File: src/rtl/game_flow_controller.sv
// Game-flow sequencer: start arming, death, respawn, level clear, game over, optional pause; tracks lives and level.
// Latency: one cycle from input to state change; every output is registered and changes together with o_State.
// Backpressure: none; inputs are sampled every cycle, and i_Lane_Hit/i_Level_Up are ignored outside RUNNING.
//
// Ports:
//   i_Clk, i_Rst_L       clock; asynchronous active-low reset
//   i_Switches           debounced switches {4,3,2,1}; all high arms a start, all low leaves GAME_OVER
//   i_Lane_Hit           per-lane collision flags (level)
//   i_Level_Up           one-cycle pulse: the frog reached the goal row
//   i_Pause              pause request, rising-edge sensitive
//   o_State              current state code
//   o_Game_Active/o_Freeze  play enabled / play frozen
//   o_Respawn            one-cycle pulse on the first RUNNING cycle after a start, death or clear
//   o_Lives/o_Level      remaining lives / current level (1-based)
//   o_Hit_Lane           lowest lane index of the last fatal hit
// Build option: define GAME_FLOW_PAUSE_EN to enable the PAUSED state.
//   Without it, i_Pause is ignored and no edge register exists.

module game_flow_controller #(
    parameter int C_NB_LANES     = 4,
    parameter int C_LIVES_INI    = 3,
    parameter int C_MAX_LEVEL    = 9,
    parameter int C_START_HOLD   = 12_500_000,
    parameter int C_DEATH_CYCLES = 25_000_000,
    parameter int C_CLEAR_CYCLES = 25_000_000
) (
    input  logic                  i_Clk,
    input  logic                  i_Rst_L,
    input  logic [3:0]            i_Switches,
    input  logic [C_NB_LANES-1:0] i_Lane_Hit,
    input  logic                  i_Level_Up,
    input  logic                  i_Pause,
    output logic [2:0]            o_State,
    output logic                  o_Game_Active,
    output logic                  o_Freeze,
    output logic                  o_Respawn,
    output logic [3:0]            o_Lives,
    output logic [3:0]            o_Level,
    output logic [2:0]            o_Hit_Lane
);

    localparam int C_MAX_A   = (C_START_HOLD > C_DEATH_CYCLES) ? C_START_HOLD : C_DEATH_CYCLES;
    localparam int C_MAX_CYC = (C_MAX_A > C_CLEAR_CYCLES) ? C_MAX_A : C_CLEAR_CYCLES;
    localparam int C_CNT_W   = (C_MAX_CYC > 1) ? $clog2(C_MAX_CYC) : 1;

    typedef enum logic [2:0] {
        ST_IDLE        = 3'd0,
        ST_ARMING      = 3'd1,
        ST_RUNNING     = 3'd2,
        ST_DYING       = 3'd3,
        ST_LEVEL_CLEAR = 3'd4,
        ST_GAME_OVER   = 3'd5,
        ST_PAUSED      = 3'd6
    } t_state;

    t_state               r_State;
    t_state               w_State_Next;
    logic [C_CNT_W-1:0]   r_Count;
    logic [C_CNT_W-1:0]   w_Count_Next;
    logic [3:0]           r_Lives;
    logic [3:0]           w_Lives_Next;
    logic [3:0]           r_Level;
    logic [3:0]           w_Level_Next;
    logic [2:0]           r_Hit_Lane;
    logic [2:0]           w_Hit_Lane_Next;
    logic [2:0]           w_Hit_Idx;
    logic                 r_Respawn;
    logic                 w_Respawn_Next;
    logic                 r_Game_Active;
    logic                 r_Freeze;
    logic                 r_Run_En;
    logic                 w_Pause_Edge;

`ifdef GAME_FLOW_PAUSE_EN
    logic r_Pause_Q;

    always_ff @(posedge i_Clk or negedge i_Rst_L) begin
        if (!i_Rst_L) r_Pause_Q <= 1'b0;
        else          r_Pause_Q <= i_Pause;
    end

    assign w_Pause_Edge = i_Pause & ~r_Pause_Q;
`else
    logic w_unused_pause;
    assign w_unused_pause = i_Pause;
    assign w_Pause_Edge   = 1'b0;
`endif

    // Lowest set lane wins: scan from the top so the last match is the smallest index.
    always_comb begin
        w_Hit_Idx = 3'd0;
        for (int i = C_NB_LANES - 1; i >= 0; i--) begin
            if (i_Lane_Hit[i]) w_Hit_Idx = 3'(i);
        end
    end

    always_comb begin
        w_State_Next    = r_State;
        w_Lives_Next    = r_Lives;
        w_Level_Next    = r_Level;
        w_Hit_Lane_Next = r_Hit_Lane;
        w_Respawn_Next  = 1'b0;
        w_Count_Next    = (r_Count != '0) ? r_Count - 1'b1 : '0;

        // r_Run_En holds the machine for the first edge after reset release.
        if (r_Run_En) begin
            case (r_State)
                ST_IDLE: begin
                    if (i_Switches == 4'hF) w_State_Next = ST_ARMING;
                end
                ST_ARMING: begin
                    if (i_Switches != 4'hF) begin
                        w_State_Next = ST_IDLE;
                    end else if (r_Count == '0) begin
                        w_Lives_Next   = 4'(C_LIVES_INI);
                        w_Level_Next   = 4'd1;
                        w_Respawn_Next = 1'b1;
                        w_State_Next   = ST_RUNNING;
                    end
                end
                ST_RUNNING: begin
                    if (|i_Lane_Hit) begin
                        w_Hit_Lane_Next = w_Hit_Idx;
                        if (r_Lives != 4'd0) w_Lives_Next = r_Lives - 4'd1;
                        w_State_Next    = ST_DYING;
                    end else if (w_Pause_Edge) begin
                        w_State_Next = ST_PAUSED;
                    end else if (i_Level_Up) begin
                        if (r_Level < 4'(C_MAX_LEVEL)) w_Level_Next = r_Level + 4'd1;
                        w_State_Next = ST_LEVEL_CLEAR;
                    end
                end
                ST_DYING: begin
                    if (r_Count == '0) begin
                        if (r_Lives == 4'd0) begin
                            w_State_Next = ST_GAME_OVER;
                        end else begin
                            w_Respawn_Next = 1'b1;
                            w_State_Next   = ST_RUNNING;
                        end
                    end
                end
                ST_LEVEL_CLEAR: begin
                    if (r_Count == '0) begin
                        w_Respawn_Next = 1'b1;
                        w_State_Next   = ST_RUNNING;
                    end
                end
                ST_GAME_OVER: begin
                    if (i_Switches == 4'h0) w_State_Next = ST_IDLE;
                end
`ifdef GAME_FLOW_PAUSE_EN
                ST_PAUSED: begin
                    if (w_Pause_Edge) w_State_Next = ST_RUNNING;
                end
`endif
                default: w_State_Next = ST_IDLE;
            endcase

            // Timed states count down from duration-1 so they last exactly that many cycles.
            if (w_State_Next != r_State) begin
                case (w_State_Next)
                    ST_ARMING:      w_Count_Next = C_CNT_W'(C_START_HOLD - 1);
                    ST_DYING:       w_Count_Next = C_CNT_W'(C_DEATH_CYCLES - 1);
                    ST_LEVEL_CLEAR: w_Count_Next = C_CNT_W'(C_CLEAR_CYCLES - 1);
                    default:        w_Count_Next = '0;
                endcase
            end
        end else begin
            w_Count_Next = r_Count;
        end
    end

    always_ff @(posedge i_Clk or negedge i_Rst_L) begin
        if (!i_Rst_L) begin
            r_State       <= ST_IDLE;
            r_Count       <= '0;
            r_Lives       <= 4'(C_LIVES_INI);
            r_Level       <= 4'd1;
            r_Hit_Lane    <= 3'd0;
            r_Respawn     <= 1'b0;
            r_Game_Active <= 1'b0;
            r_Freeze      <= 1'b1;
            r_Run_En      <= 1'b0;
        end else begin
            r_State       <= w_State_Next;
            r_Count       <= w_Count_Next;
            r_Lives       <= w_Lives_Next;
            r_Level       <= w_Level_Next;
            r_Hit_Lane    <= w_Hit_Lane_Next;
            r_Respawn     <= w_Respawn_Next;
            r_Game_Active <= (w_State_Next == ST_RUNNING);
            r_Freeze      <= (w_State_Next != ST_RUNNING);
            r_Run_En      <= 1'b1;
        end
    end

    assign o_State       = r_State;
    assign o_Game_Active = r_Game_Active;
    assign o_Freeze      = r_Freeze;
    assign o_Respawn     = r_Respawn;
    assign o_Lives       = r_Lives;
    assign o_Level       = r_Level;
    assign o_Hit_Lane    = r_Hit_Lane;

endmodule
File: config.mk
export PLATFORM = sky130hd
export DESIGN_NAME = game_flow_controller
export DESIGN_NICKNAME = d
export VERILOG_FILES = /design/src/rtl/game_flow_controller.sv
export SDC_FILE = /design/constraint.sdc
export NUM_CORES = 1
export LEC_CHECK = 0
export BUFFER_PORTS_ARGS = -buffer_cell sky130_fd_sc_hd__buf_2
export CORE_AREA = 2 2 79 81
export CTS_CLUSTER_DIAMETER = 100
export DETAILED_ROUTE_END_ITERATION = 10
export DIE_AREA = 0 0 81 83
export PLACE_DENSITY = 0.71
export REMOVE_ABC_BUFFERS = 1
export SETUP_SLACK_MARGIN = 0.02
export SLEW_MARGIN = 10
export SYNTH_ARGS = -nofsm -noshare
export SYNTH_HDL_FRONTEND = slang
export SYNTH_SLANG_ARGS = --single-unit
File: constraint.sdc
create_clock -name i_Clk -period 4.2 [get_ports i_Clk]
set_clock_uncertainty 0.05 [all_clocks]
set_input_delay 0.63 -clock i_Clk [delete_from_list [all_inputs] [get_ports i_Clk]]
set_output_delay 0.63 -clock i_Clk [all_outputs]
set_load 0.01 [all_outputs]
==> reports/metrics.csv, run 1 <==
metric,value,unit
Antenna Nets Post-Route,0,
half-perimeter wire length after detailed placement,4090,um
PostCTS Resize Cnt,0,
Slew @ Worst Pin,0.941,ns
Period minus WS final,3.33,ns
TritonCTS clock tree,yes,
# Post-CTS Setup Buffers,0,
pwr dens,422,nW/um^2
most frequent cells in the layout,"dfrtp_1, buf_2, nor2_1",
Mapped Avg Cell Area,8.70,sq um
DRT Pass-1 Iters,4,
Clock transition at path regs,0.08,ns
Total Power,1.21,mW
Crit Path Class,reg -> reg,
clk sink count,42,
first-pass GRT wire length,10200,um
Multi-input gate area,1380,sq um
RSZ-0062 raised after global routing,no,
Slew Limit Headroom,0.373,
initial DRC count,216,
status,"finished, final reports clean",
total global-route track usage,0.193,
ant diodes,0,
Leak,1.22,nW
worst skew pair latency,0.30,ns
drt drc,0,
gpl congestion,0.846,
Yosys cell types,54,
mean routed wirelength per cell,15.5,um
Register Area,1060,sq um
final hold vios,0,
number of global-route vias before repair,2209,
sum of negative setup slack,0,ns
core box area,5820,sq um
Post-synth top flop,dfrtp_1,
"Hold-fix buffers, CTS",0,
share of layout cells above drive strength 1,0.158,
Max Slew Vio Count,0,
worst vdd ir,0.368,mV
Critical Path RT,4.39,ns
post-DR vias/cell,5.98,
Syn Std Cell Area,2570,sq um
DIE HEIGHT,83,um
Hold WS,0.422,ns
Tcrit/Tclk final,0.793,
"Seq/Total Area, Yosys",0.412,
die area,6720,sq um
#FFs+latches synth,42,
number of flops mapped to enable cells by yosys,0,
CTS H-tree depth,2,
Top Ports,29,
Startpoint Class,register,
via count,2339,
Synth Instances,295,
CTS Root Buffer Type,clkbuf_8,
setup violators final,0,
Crit Path Max Fanout,5,
global route overflow,0,
routed wire length,6060,um
cell row count,28,
antenna violations before repair,0,
Num CTS Buffers,5,
Nets,332,
Layout area overhead,11.8,%
Clock Path Buffers,2,
Max Freq,300,MHz
number of fill cells,565,
initial core utilization,0.441,
max cap viols,0,
"most common cell after layout, fill and taps aside",dfrtp_1,
Hold Crit Class,in -> async,
IO buf count,26,
yosys warns,0,
Crit. End Element,register,
chip width,81,um
largest net degree at the start of global routing,43,
Worst EP arrival,3.52,ns
ys async rst share,1.00,
## critical path, stage by stage, from the launching register on
cell and delay [ns]:
dfrtp_1 0.42, inv_1 0.09, ha_1 0.20, or3b_2 0.51, or4_4 0.55, nor3_2 0.34, mux2_2 0.37, o41ai_1 0.50
and3_1 0.23
## cells by family after synthesis
family	Yosys count	synth area share
adders and majority gates	5	0.0244
and+or+nand+nor	121	0.247
AOI/OAI and AO/OA	92	0.248
buffers and inverters	29	0.0507
other	2	0.00293
muxes	4	0.0161
DFF	42	0.412
## flip-flops by register name, indices dropped and copies added (netlist names)
signal	flops
r_Run_En	1
o_Freeze	1
o_Respawn	1
o_Game_Active	1
o_State	3
o_Level	4
r_Count	25
o_Lives	4
o_Hit_Lane	2
## cell type report
class                   instances  share of cell area
flip-flops and latches         42               0.368
clock buffers                   6              0.0288
multi-input cells             224               0.481
well taps                      75              0.0327
inverters                      14              0.0183
repair buffers                 28              0.0506
clock inverters                 2              0.0209
## cell usage after synthesis (2+ instances only)
cell type	instances	area, sq um
a31oi_1	5	31.3
nand2b_1	4	25.0
ha_1	5	62.6
dfrtp_1	38	951
clkbuf_1	10	37.5
buf_2	2	10.0
nor3_1	17	85.1
mux2i_1	3	30.0
o211ai_1	2	15.0
nor2b_1	4	25.0
o311ai_0	5	43.8
nand3_1	12	60.1
o31ai_1	3	22.5
and3_1	3	18.8
a22o_1	6	52.6
o31a_1	2	17.5
o41ai_1	4	35.0
conb_1	2	7.51
a21oi_1	24	120
or4_1	5	37.5
o21ai_1	3	15.0
a2bb2oi_1	2	17.5
nor2_1	25	93.8
a21o_1	3	22.5
or2_2	3	18.8
inv_1	14	52.6
o21ai_0	17	85.1
nand2_1	22	82.6
or3_1	4	25.0
buf_6	2	22.5
a221o_1	3	30.0
nor3b_1	5	37.5
a211o_1	4	35.0
dfstp_2	4	105
nor4_1	9	56.3
## power breakdown
| group | total, mW | internal [mW] | switching, mW | leakage [nW] |
|---|---|---|---|---|
| registers | 0.577 | 0.475 | 0.102 | 0.482 |
| logic | 0.236 | 0.109 | 0.127 | 0.663 |
| clock network | 0.397 | 0.254 | 0.143 | 0.0714 |
## routing by layer
metal  vias to the layer above  GRT usage  share of wire
met5                         -          0              0
met3                         9     0.0402          0.060
li1                       1138          -              -
met4                         0     0.0832          0.017
met2                        75      0.294           0.48
met1                      1117      0.263           0.45
## per-stage QoR
step	worst slack [ns]	cells	instance area (sq um)	utilization
3_5_place_dp	0.910	383	2730	0.469
4_1_cts	0.886	391	2870	0.494
2_1_floorplan	1.26	280	2490	-
5_1_grt	0.607	391	2870	0.494
6_report	0.870	391	2870	0.494
3_3_place_gp	0.926	383	2730	0.469
## worst paths after layout
check                                     startpoint                   endpoint  slack, ns  cells past startpoint
setup / recovery              r_Count[0]$_DFFE_PN0P_    o_Game_Active$_DFF_PN0_       0.87                      8
hold / removal                               i_Rst_L     o_Level[2]$_DFFE_PN0P_       0.42                      1
setup reg to reg              r_Count[0]$_DFFE_PN0P_    o_Game_Active$_DFF_PN0_       0.87                      8
hold reg to reg            o_Hit_Lane[1]$_DFFE_PN0P_  o_Hit_Lane[1]$_DFFE_PN0P_       0.44                      1
max in group asynchronous                    i_Rst_L         r_Run_En$_DFF_PN0_       3.10                      1
min in group i_Clk         o_Hit_Lane[1]$_DFFE_PN0P_  o_Hit_Lane[1]$_DFFE_PN0P_       0.44                      1
Power figures use the tool's default switching activity.
==> run 2, diff against run 1 <==
Clock period 4.2 ns to 3.2 ns, I/O delays scaled along.
==> run 2 against run 1 <==
  * Clock power rose by 6.0%
  * Via count rose by 0.73%
  * Cell count rose by 1.8%
  * Combinational power increased by 40%
  * Register-to-register slack worse by 0.70 ns
  * Sequential share of layout area down 0.35 points
  * Sequential power is 30% higher
  * Global-route usage fell by 0.37 points
  * Largest power group unchanged
  * Highest routed layer unchanged
==> reports/metrics.csv, run 2 (synthesis results as in run 1) <==
metric,value,unit,change
cell row count,28,,unchanged
Slew @ Worst Pin,0.936,ns,-0.00525 ns
half-perimeter wire length after detailed placement,4110,um,+0.53%
CTS H-tree depth,2,,unchanged
Layout area overhead,12.9,%,
R2R setup slack,0.17,ns,-0.70 ns
initial DRC count,186,,-14%
max reg flops,25,,unchanged
Hold Crit Class,in -> async,,
Top Ports,29,,unchanged
Nets,339,,+2.1%
Multi-input gate area,1390,sq um,+0.54%
placed cell areas,2780,sq um,+1.9%
final hold vios,0,,unchanged
antenna violations before repair,0,,unchanged
Crit Path Class,reg -> reg,,
sum of negative setup slack,0,ns,unchanged
DIE HEIGHT,83,um,unchanged
"most common cell after layout, fill and taps aside",dfrtp_1,,
RR Endpoint,r_Count[4]$_DFFE_PN0P_,,
clk sink count,42,,unchanged
Leak,1.24,nW,+1.8%
"Hold-fix buffers, CTS",0,,unchanged
"Most flops, register",r_Count,,
Clock Path Buffers,2,,unchanged
gpl congestion,0.850,,+0.41%
status,"finished, final reports clean",,
share of layout cells above drive strength 1,0.176,,+0.0182
Register Area,1060,sq um,unchanged
initial core utilization,0.441,,unchanged
die area,6720,sq um,unchanged
DRT Pass-1 Iters,4,,unchanged
Period minus WS final,3.03,ns,-0.295 ns
CTS Root Buffer Type,clkbuf_8,,
core box area,5820,sq um,unchanged
ant diodes,0,,unchanged
Startpoint Class,register,,
Clock transition at path regs,0.08,ns,about the same
total global-route track usage,0.189,,-0.00367
routed wire length,5960,um,-1.6%
Slew Limit Headroom,0.376,,+0.00350
Tcrit/Tclk final,0.948,,+0.155
Num CTS Buffers,5,,unchanged
Antenna Nets Post-Route,0,,unchanged
via count,2356,,+0.73%
post-layout util,0.498,,+0.00473
first-pass GRT wire length,10200,um,-0.41%
Max Slew Vio Count,0,,unchanged
mean routed wirelength per cell,15.0,um,-3.4%
TritonCTS clock tree,yes,,
Finished Cell Area,2900,sq um,+0.96%
Hold WS,0.272,ns,-0.150 ns
worst vdd ir,0.336,mV,-8.7%
largest net degree at the start of global routing,43,,unchanged
Critical Path RT,3.33,ns,-1.06 ns
pwr dens,519,nW/um^2,+23%
worst skew pair latency,0.30,ns,about the same
PostCTS Resize Cnt,0,,unchanged
global route overflow,0,,unchanged
IO buf count,26,,unchanged
number of global-route vias before repair,2168,,-1.9%
FF-to-FF path depth,9,,+1
# Post-CTS Setup Buffers,0,,unchanged
Max Freq,330,MHz,+9.7%
number of fill cells,548,,-3.0%
Crit. End Element,register,,
drt drc,0,,unchanged
setup violators final,0,,unchanged
max cap viols,0,,unchanged
r2r startpoint,r_Count[0]$_DFFE_PN0P_,,
RSZ-0062 raised after global routing,no,,
post-DR vias/cell,5.92,,-1.0%
Crit Path Max Fanout,14,,+9
most frequent cells in the layout,"dfrtp_1, buf_2, nor2_1",,
chip width,81,um,unchanged
Worst EP arrival,3.16,ns,-0.36 ns
[run 2: report_power, final]
group	switching [mW]	internal, mW	total (mW)
Sequential	0.127	0.623	0.750
Combinational	0.174	0.157	0.331
Clock	0.189	0.233	0.421
[run 2: through the flow]
stage | power (mW) | worst slack, ns | instances
5_1_grt | 1.61 | 0.0370 | 398
6_report | 1.50 | 0.166 | 398
4_1_cts | 1.51 | 0.119 | 398
2_1_floorplan | 0.962 | 0.265 | 280
3_5_place_dp | 1.08 | 0.156 | 390
3_3_place_gp | 1.07 | 0.130 | 390
[run 2: critical path: stages, from the launching register on]
cell	delay, ns
dfrtp_1	0.42
inv_1	0.09
ha_1	0.19
or3b_2	0.50
or4_4	0.55
o31ai_4	0.30
or2_2	0.33
buf_4	0.21
a21oi_1	0.05
a211o_1	0.22
[run 2: final cells by class]
cell class                      instances  area share
Tap cell                               75      0.0324
Multi-Input combinational cell        224       0.479
Sequential cell                        42       0.364
Clock buffer                            6      0.0250
Timing Repair Buffer                   35      0.0682
Clock inverter                          2      0.0130
Inverter                               14      0.0181
[run 2: metal layers]
metal  global-route usage  routed length (um)
met1                0.255                2650
met2                0.295                2860
met3               0.0489                 377
met4               0.0586                  75
met5                    0                   0
[run 2: how the worst max path moves through the flow]
stage / to / from
2_1_floorplan: o_Game_Active$_DFF_PN0_ / r_Count[0]$_DFFE_PN0P_
3_3_place_gp: o_Game_Active$_DFF_PN0_ / r_Count[0]$_DFFE_PN0P_
3_5_place_dp: o_Game_Active$_DFF_PN0_ / r_Count[0]$_DFFE_PN0P_
4_1_cts: o_Game_Active$_DFF_PN0_ / r_Count[0]$_DFFE_PN0P_
5_1_grt: r_Count[4]$_DFFE_PN0P_ / r_Count[0]$_DFFE_PN0P_
6_report: r_Count[4]$_DFFE_PN0P_ / r_Count[0]$_DFFE_PN0P_
